`config.mk`:
```
export PLATFORM = sky130hd
export DESIGN_NAME = pattern_sequencer_flat
export DESIGN_NICKNAME = d
export VERILOG_FILES = /design/src/rtl/pattern_sequencer_pkg.sv /design/src/rtl/pattern_sequencer_if.sv /design/src/rtl/pattern_sequencer_sync_fifo.sv /design/src/rtl/pattern_sequencer.sv /design/src/flat_wrapper.sv
export SDC_FILE = /design/constraint.sdc
export NUM_CORES = 1
export LEC_CHECK = 0
export ABC_AREA = 0
export ABC_CLOCK_PERIOD_IN_PS = 7700
export BUFFER_PORTS_ARGS = -buffer_cell sky130_fd_sc_hd__buf_4
export CAP_MARGIN = 20
export CORE_ASPECT_RATIO = 1.5
export CORE_MARGIN = 2
export CORE_UTILIZATION = 61
export CTS_CLUSTER_DIAMETER = 80
export DETAILED_ROUTE_END_ITERATION = 8
export PLACE_DENSITY = 0.87
export RECOVER_POWER = 50
export REMOVE_ABC_BUFFERS = 1
export SETUP_SLACK_MARGIN = 0.05
export SLEW_MARGIN = 20
export SYNTH_ARGS = -nofsm -noshare
export SYNTH_HDL_FRONTEND = slang
export SYNTH_HIERARCHICAL = 1
export SYNTH_SLANG_ARGS = --single-unit
export TNS_END_PERCENT = 20
```
`constraint.sdc`:
```
create_clock -name clk -period 7.7 [get_ports clk]
set_clock_uncertainty 0.15 [all_clocks]
set_input_delay 0.77 -clock clk [delete_from_list [all_inputs] [get_ports clk]]
set_output_delay 0.77 -clock clk [all_outputs]
set_load 0.01 [all_outputs]
```
`src/rtl/pattern_sequencer_pkg.sv`:
```
// Shared types and constants for the pattern sequencer and its serializer hookup.
package pattern_sequencer_pkg;

   typedef enum logic [2:0] {
      StIdle     = 3'd0,
      StLoad     = 3'd1,
      StStart    = 3'd2,
      StWaitDone = 3'd3,
      StGap      = 3'd4
   } seq_state_e;

   localparam logic MODE_ONESHOT = 1'b0;
   localparam logic MODE_REPEAT  = 1'b1;
   localparam logic FREQ_LOW     = 1'b0;
   localparam logic FREQ_HIGH    = 1'b1;

   // Bits needed to count 0 .. n-1, never less than one.
   function automatic int unsigned cnt_width(input int unsigned n);
      return (n > 1) ? $clog2(n) : 1;
   endfunction

endpackage

```
`src/rtl/pattern_sequencer_if.sv`:
```
// Host write port plus serializer control bundle; master is the sequencer side.
interface pattern_sequencer_if #(
   parameter int unsigned DATA_BIT = 32
) ();

   logic                i_wr_valid;
   logic                o_wr_ready;
   logic [DATA_BIT-1:0] i_wr_data;
   logic                i_wr_freq;
   logic                i_ser_done_tick;
   logic                o_ser_start;
   logic                o_ser_stop;
   logic                o_ser_mode;
   logic                o_ser_sel_freq;
   logic [DATA_BIT-1:0] o_ser_data;

   modport master (
      input  i_wr_valid, i_wr_data, i_wr_freq, i_ser_done_tick,
      output o_wr_ready, o_ser_start, o_ser_stop, o_ser_mode, o_ser_sel_freq, o_ser_data
   );

   modport slave (
      output i_wr_valid, i_wr_data, i_wr_freq, i_ser_done_tick,
      input  o_wr_ready, o_ser_start, o_ser_stop, o_ser_mode, o_ser_sel_freq, o_ser_data
   );

endinterface

```
`src/rtl/pattern_sequencer_sync_fifo.sv`:
```
// Power-of-two synchronous FIFO with registered read data and a synchronous flush.
module pattern_sequencer_sync_fifo #(
   parameter  int unsigned WIDTH = 33,
   parameter  int unsigned DEPTH = 4,
   localparam int unsigned AW    = $clog2(DEPTH),
   localparam int unsigned CW    = AW + 1
) (
   input  logic             clk,
   input  logic             rst_n,
   input  logic             flush_i,
   input  logic             push_i,
   input  logic [WIDTH-1:0] wdata_i,
   input  logic             pop_i,
   output logic [WIDTH-1:0] rdata_o,
   output logic             full_o,
   output logic             empty_o,
   output logic [CW-1:0]    count_o
);

   logic [WIDTH-1:0] mem_q [DEPTH];
   logic [AW-1:0]    wptr_q, wptr_d;
   logic [AW-1:0]    rptr_q, rptr_d;
   logic [CW-1:0]    count_q, count_d;
   logic [WIDTH-1:0] rdata_q, rdata_d;
   logic             do_push, do_pop;

   assign full_o  = (count_q == CW'(DEPTH));
   assign empty_o = (count_q == '0);
   assign count_o = count_q;
   assign rdata_o = rdata_q;

   // Full blocks a push even when a pop lands in the same cycle.
   assign do_push = push_i && !full_o && !flush_i;
   assign do_pop  = pop_i && !empty_o && !flush_i;

   always_comb begin
      wptr_d  = wptr_q;
      rptr_d  = rptr_q;
      count_d = count_q;
      rdata_d = rdata_q;
      if (flush_i) begin
         wptr_d  = '0;
         rptr_d  = '0;
         count_d = '0;
      end else begin
         if (do_push) wptr_d = wptr_q + AW'(1);
         if (do_pop) begin
            rptr_d  = rptr_q + AW'(1);
            rdata_d = mem_q[rptr_q];
         end
         unique case ({do_push, do_pop})
            2'b10:   count_d = count_q + CW'(1);
            2'b01:   count_d = count_q - CW'(1);
            default: count_d = count_q;
         endcase
      end
   end

   always_ff @(posedge clk) begin
      if (do_push) mem_q[wptr_q] <= wdata_i;
   end

   always_ff @(posedge clk or negedge rst_n) begin
      if (!rst_n) begin
         wptr_q  <= '0;
         rptr_q  <= '0;
         count_q <= '0;
         rdata_q <= '0;
      end else begin
         wptr_q  <= wptr_d;
         rptr_q  <= rptr_d;
         count_q <= count_d;
         rdata_q <= rdata_d;
      end
   end

endmodule

```
`src/rtl/pattern_sequencer.sv`:
```
// Plays FIFO-buffered words into the variable-frequency serializer, one start per word,
// with inter-word gap, done-tick timeout and abort/flush.
module pattern_sequencer
   import pattern_sequencer_pkg::*;
#(
   parameter int unsigned DATA_BIT       = 32,
   parameter int unsigned FIFO_DEPTH     = 4,
   parameter int unsigned GAP_CYCLES     = 0,
   parameter int unsigned TIMEOUT_CYCLES = 65535
) (
   input  logic                        clk,
   input  logic                        rst_n,
   input  logic                        i_run,
   input  logic                        i_abort,
   pattern_sequencer_if.master         bus,
   output logic [$clog2(FIFO_DEPTH):0] o_fifo_count,
   output logic                        o_busy,
   output logic                        o_word_done,
   output logic                        o_error
);

   localparam int unsigned TmoW = cnt_width(TIMEOUT_CYCLES);
   localparam int unsigned GapW = cnt_width(GAP_CYCLES);

   seq_state_e          state_q, state_d;
   logic [TmoW-1:0]     timer_q, timer_d;
   logic [GapW-1:0]     gap_q, gap_d;
   logic                error_q, error_d;
   logic                stop_q, stop_d;
   logic [DATA_BIT-1:0] data_q, data_d;
   logic                freq_q, freq_d;
   logic                rst_done_q;

   logic                fifo_full, fifo_empty, fifo_push, fifo_pop;
   logic [DATA_BIT:0]   fifo_rdata;
   logic                timeout_fire;

   assign fifo_push = bus.i_wr_valid && bus.o_wr_ready && !i_abort;

   pattern_sequencer_sync_fifo #(
      .WIDTH (DATA_BIT + 1),
      .DEPTH (FIFO_DEPTH)
   ) u_fifo (
      .clk     (clk),
      .rst_n   (rst_n),
      .flush_i (i_abort),
      .push_i  (fifo_push),
      .wdata_i ({bus.i_wr_freq, bus.i_wr_data}),
      .pop_i   (fifo_pop),
      .rdata_o (fifo_rdata),
      .full_o  (fifo_full),
      .empty_o (fifo_empty),
      .count_o (o_fifo_count)
   );

   always_comb begin
      state_d      = state_q;
      timer_d      = timer_q;
      gap_d        = gap_q;
      error_d      = error_q;
      stop_d       = 1'b0;
      data_d       = data_q;
      freq_d       = freq_q;
      fifo_pop     = 1'b0;
      o_word_done  = 1'b0;
      timeout_fire = 1'b0;
      if (i_abort) begin
         // Serializer only needs stopping if a word may be in flight.
         stop_d  = (state_q != StIdle);
         error_d = 1'b0;
         state_d = StIdle;
      end else begin
         unique case (state_q)
            StIdle: begin
               if (i_run && !fifo_empty) begin
                  fifo_pop = 1'b1;
                  state_d  = StLoad;
               end
            end
            StLoad: begin
               {freq_d, data_d} = fifo_rdata;
               state_d          = StStart;
            end
            StStart: begin
               timer_d = '0;
               state_d = StWaitDone;
            end
            StWaitDone: begin
               if (bus.i_ser_done_tick) begin
                  o_word_done = 1'b1;
                  gap_d       = '0;
                  state_d     = (GAP_CYCLES > 0) ? StGap : StIdle;
               end else if ((TIMEOUT_CYCLES != 0) &&
                            (timer_q == TmoW'(TIMEOUT_CYCLES - 1))) begin
                  timeout_fire = 1'b1;
                  error_d      = 1'b1;
                  state_d      = StIdle;
               end else begin
                  timer_d = timer_q + TmoW'(1);
               end
            end
            StGap: begin
               if (gap_q == GapW'(GAP_CYCLES - 1)) state_d = StIdle;
               else                                gap_d   = gap_q + GapW'(1);
            end
            default: state_d = StIdle;
         endcase
      end
   end

   always_ff @(posedge clk or negedge rst_n) begin
      if (!rst_n) begin
         state_q    <= StIdle;
         timer_q    <= '0;
         gap_q      <= '0;
         error_q    <= 1'b0;
         stop_q     <= 1'b0;
         data_q     <= '0;
         freq_q     <= FREQ_LOW;
         rst_done_q <= 1'b0;
      end else begin
         state_q    <= state_d;
         timer_q    <= timer_d;
         gap_q      <= gap_d;
         error_q    <= error_d;
         stop_q     <= stop_d;
         data_q     <= data_d;
         freq_q     <= freq_d;
         rst_done_q <= 1'b1;
      end
   end

   // Timeout stop and error appear in the expiry cycle; abort stop is the cycle after.
   assign bus.o_ser_stop     = stop_q | timeout_fire;
   assign o_error            = error_q | timeout_fire;
   assign bus.o_ser_start    = (state_q == StStart);
   assign bus.o_ser_mode     = MODE_ONESHOT;
   assign bus.o_ser_sel_freq = freq_q;
   assign bus.o_ser_data     = data_q;
   assign bus.o_wr_ready     = rst_done_q && !fifo_full;
   assign o_busy             = (state_q != StIdle);

endmodule

```
`src/flat_wrapper.sv`:
```
// flat-port wrapper written by rule: the top's interface ports become plain ports
module pattern_sequencer_flat import pattern_sequencer_pkg::*;
#(
   parameter int unsigned DATA_BIT       = 32,
   parameter int unsigned FIFO_DEPTH     = 4,
   parameter int unsigned GAP_CYCLES     = 0,
   parameter int unsigned TIMEOUT_CYCLES = 65535
)
  (clk, rst_n, i_run, i_abort, o_fifo_count, o_busy, o_word_done, o_error, bus_i_wr_valid, bus_i_wr_data, bus_i_wr_freq, bus_i_ser_done_tick, bus_o_wr_ready, bus_o_ser_start, bus_o_ser_stop, bus_o_ser_mode, bus_o_ser_sel_freq, bus_o_ser_data);
  pattern_sequencer_if #(.DATA_BIT(DATA_BIT)) bus_i ();
  input  logic clk;
  input  logic rst_n;
  input  logic i_run;
  input  logic i_abort;
  output logic [$clog2(FIFO_DEPTH):0] o_fifo_count;
  output logic o_busy;
  output logic o_word_done;
  output logic o_error;
  input wire logic [$bits(bus_i.i_wr_valid)-1:0] bus_i_wr_valid;
  input wire logic [$bits(bus_i.i_wr_data)-1:0] bus_i_wr_data;
  input wire logic [$bits(bus_i.i_wr_freq)-1:0] bus_i_wr_freq;
  input wire logic [$bits(bus_i.i_ser_done_tick)-1:0] bus_i_ser_done_tick;
  output wire logic [$bits(bus_i.o_wr_ready)-1:0] bus_o_wr_ready;
  output wire logic [$bits(bus_i.o_ser_start)-1:0] bus_o_ser_start;
  output wire logic [$bits(bus_i.o_ser_stop)-1:0] bus_o_ser_stop;
  output wire logic [$bits(bus_i.o_ser_mode)-1:0] bus_o_ser_mode;
  output wire logic [$bits(bus_i.o_ser_sel_freq)-1:0] bus_o_ser_sel_freq;
  output wire logic [$bits(bus_i.o_ser_data)-1:0] bus_o_ser_data;
  assign bus_i.i_wr_valid = bus_i_wr_valid;
  assign bus_i.i_wr_data = bus_i_wr_data;
  assign bus_i.i_wr_freq = bus_i_wr_freq;
  assign bus_i.i_ser_done_tick = bus_i_ser_done_tick;
  assign bus_o_wr_ready = bus_i.o_wr_ready;
  assign bus_o_ser_start = bus_i.o_ser_start;
  assign bus_o_ser_stop = bus_i.o_ser_stop;
  assign bus_o_ser_mode = bus_i.o_ser_mode;
  assign bus_o_ser_sel_freq = bus_i.o_ser_sel_freq;
  assign bus_o_ser_data = bus_i.o_ser_data;
  pattern_sequencer #(.DATA_BIT(DATA_BIT), .FIFO_DEPTH(FIFO_DEPTH), .GAP_CYCLES(GAP_CYCLES), .TIMEOUT_CYCLES(TIMEOUT_CYCLES)) u_core (.clk(clk), .rst_n(rst_n), .i_run(i_run), .i_abort(i_abort), .bus(bus_i), .o_fifo_count(o_fifo_count), .o_busy(o_busy), .o_word_done(o_word_done), .o_error(o_error));
endmodule
```
==> impl_results.md <==
- Status: finished, final reports clean
- Share of layout cells above drive strength 1: around 27%
- Min-Delay Path Class: flip-flop to flip-flop
- Post-synth cell types: 56
- RSZ-0062 raised after global routing: false
- GR Overflow Total: 0
- Setup TNS: 0 ps
- Critical path cell sequence: or3_4, clkinv_2, nor4b_2, inv_1, nor3_4, buf_4, and2_1, fa_1, a21oi_1, nor3_1
- IO buf count: 80
- Die ar.: ~16000 um^2
- Cell family with most CP delay: simple AND/OR/NAND/NOR gates
- I/O pin cnt: 82
- Buf+Inv Stages, Crit Path: 3
- Synth Instances: ~530
- Arr. time, crit path: ~3800 ps
- Placed insts: approximately 800
- Storage cell area: ~6300 um^2
- Startpoint Class: flip-flop
- Detailed-route via count: 5054
- Initial antenna violation count: 0
- Synth area leaders: edfxtp_1 43%, dfrtp_1 25%, mux4_2 8.0%
- Dpl hpwl: between 10 and 15 mm
- Count of pins over their slew limit: 0
- Maxcap violations: 0
- Ys async rst share: between 40 and 50%
- Total track usage: between 20% and 30%
- Drc violations: 0
- CP max stage delay: ~570 ps
- Sequential share of the synthesized area: 68.4%
- Die Ht: between 150 and 200 um
- Post-layout min period: around 3600 ps
- Dominant cell type by area after synthesis: edfxtp_1
- Initial Util: ~60%
- Yosys warnings: 6
- Req. time, crit path: about 7900 ps
- Final hold viol count: 0
- Routed wire per std cell: approximately 22 um
- Row count: between 50 and 60
- Fmax: 278 MHz
- Peak VDD IR: 0.000207 V
- CP max FO: 34
- Area of the multi-input gates: roughly 2700 um^2
- # fillers: ~980
- Max Buffers Root-to-Sink: 3
- Worst-Skew Late Latency: a little over 500 ps
- Mapped Avg Cell Area: between 15 and 20 um^2
- Top_reg_cell synth: edfxtp_1
- H-tree lvl count: 1
- Setup violations, final: 0
- Post-layout nets: around 660
- Core Region: around 15000 um^2
- Critical path type: flip-flop to flip-flop
- Number of global-route vias before repair: 5320
- Total CTS buffers: 21
- Synth-to-Final Area Change: 13.1%
- Synth cell count leaders: 132 x edfxtp_1, 94 x dfrtp_1, 40 x mux2_2, 33 x mux4_2, 29 x mux2_4
- First-pass GRT wire length: around 29 mm
- Clock-pin slew on the worst setup and hold paths: approximately 60 ps
- CTS root buf: clkbuf_16
- 1st-iter DRT viols: 364
- Final ANT Viol Nets: 0
- Routability congestion estimate: slightly above 0.9
- First-pass iteration count of the detailed router: 5
- CP Capture Type: flip-flop
- Detail-routed via count per cell: 6.10
- Largest net degree at the start of global routing: between 80 and 90
- Setup bufs post-CTS: 0
- Cell Area, Synth: 9230 um^2
- TritonCTS clock tree: built
- Post-synth EDFFs: between 100 and 150
- Critical-path top delay cell: dfrtp_1
- Num Clock Sinks: about 230
- Actual slew at the worst max-slew pin: about 1100 ps
- Lkg Pwr: 3.96 nW
- Fin cells: 829
- Die extent in x: 104 um
- Drt total wl: approximately 18 mm
- Final worst path period share: a little under half
- Yosys reg bits: 226
- Yosys top cell area share: between 40 and 50%
- Slew margin rel.: between 20 and 30%
- Dominant cell by count in the synthesized netlist: edfxtp_1
- PwrDens: about 250 nW/um^2
[power breakdown]
| group | internal, mW | switching [mW] | total [mW] |
|---|---|---|---|
| logic | 0.0906 | 0.118 | 0.208 |
| clock network | 0.581 | 0.442 | 1.02 |
| registers | 1.34 | 0.0391 | 1.37 |
| total | 2.01 | 0.599 | 2.61 |
[routing by layer]
metal / track usage, % / up-vias / wire (um)
met5: 0 / - / 0
met4: 11.5 / 0 / 715
met3: 3.20 / 57 / 823
met2: 41.0 / 175 / 9840
met1: 27.3 / 2604 / 6700
li1: - / 2218 / -
[worst paths after layout]
| kind | from | endpoint | slack, ps | cells after the start |
|---|---|---|---|---|
| max | u_core/u_fifo/count_o[0] | u_core/u_fifo/count_o[1] | 4100 | 10 |
| min | u_core/bus.o_ser_data[9] | u_core/bus.o_ser_data[9] | 360 | 1 |
| max reg2reg | u_core/u_fifo/count_o[0] | u_core/u_fifo/count_o[1] | 4100 | 10 |
| min reg2reg | u_core/bus.o_ser_data[9] | u_core/bus.o_ser_data[9] | 360 | 1 |
| max in group asynchronous | rst_n | u_core/u_fifo/rptr_q[0] | 5370 | 3 |
| min in group asynchronous | rst_n | u_core/bus.o_ser_data[5] | 790 | 2 |
[cell type report]
cell class	instances	area share, %
diodes	1	0.0240
clock buffers	28	5.67
clock inverters	10	0.899
inverters	14	0.515
multi-input cells	266	26.1
flip-flops and latches	226	60.5
well taps	199	2.39
repair buffers	85	3.87
[what timing repair did]
item                                   in CTS  in global routing
hold buffers                                1                  0
endpoints found under the hold margin      14                  0
resized for setup                           0                  0
[stage by stage]
stage	area (um^2)	total power [mW]	hold slack, ps	util, %	setup WS (ps)
3_5_place_dp	9970	1.63	344	66.8	3500
2_1_floorplan	9080	1.51	304	-	3480
3_3_place_gp	9970	1.61	319	66.8	3770
5_1_grt	10400	2.70	370	69.9	3870
4_1_cts	10700	2.65	295	71.4	3690
6_report	10400	2.61	358	69.9	4100
[logic make-up (layout without fill, tap and decap cells)]
logic type / Yosys count / in the layout / share of synthesized area [%]
other cells: 2 / 3 / 0.0813
buf+inv: 41 / 137 / 2.28
fa+ha+maj: 11 / 11 / 1.57
mux: 103 / 103 / 17.8
xor+xnor: 3 / 3 / 0.285
compound gates: 50 / 50 / 3.71
flops: 226 / 226 / 68.4
simple gates: 97 / 97 / 5.91
[cells in the final DEF (no fill, tap or decap), types with 4 or more instances in the layout]
cell type	instances
clkbuf_1	67
edfxtp_1	132
clkbuf_8	4
nor2b_1	5
nand2b_1	8
nand2_1	19
and2_1	4
clkinv_2	4
mux2_2	40
nor2_1	15
dfrtp_1	92
inv_1	13
clkbuf_16	21
o21ai_0	9
a21oi_1	5
a41oi_1	4
mux2_4	29
mux4_2	33
nor3_1	9
and2_2	4
nand3_1	9
buf_4	19
a31oi_1	17
nor4_1	6
ha_1	10
[registers in the layout, indices dropped and copies added, names as in the netlist]
| name | cells |
|---|---|
| u_core/timer_q | 16 |
| u_core/error_q | 1 |
| u_core/stop_q | 1 |
| u_core/u_fifo/rptr_q | 2 |
| u_core/u_fifo/wptr_q | 2 |
| u_core/rst_done_q | 1 |
| u_core/u_fifo/rdata_o | 33 |
| u_core/state_q | 2 |
| u_core/bus.o_ser_sel_freq | 1 |
| u_core/u_fifo/count_o | 3 |
| u_core/bus.o_ser_data | 32 |
| u_core/u_fifo/mem_q | 132 |
Power figures use the tool's default switching activity.
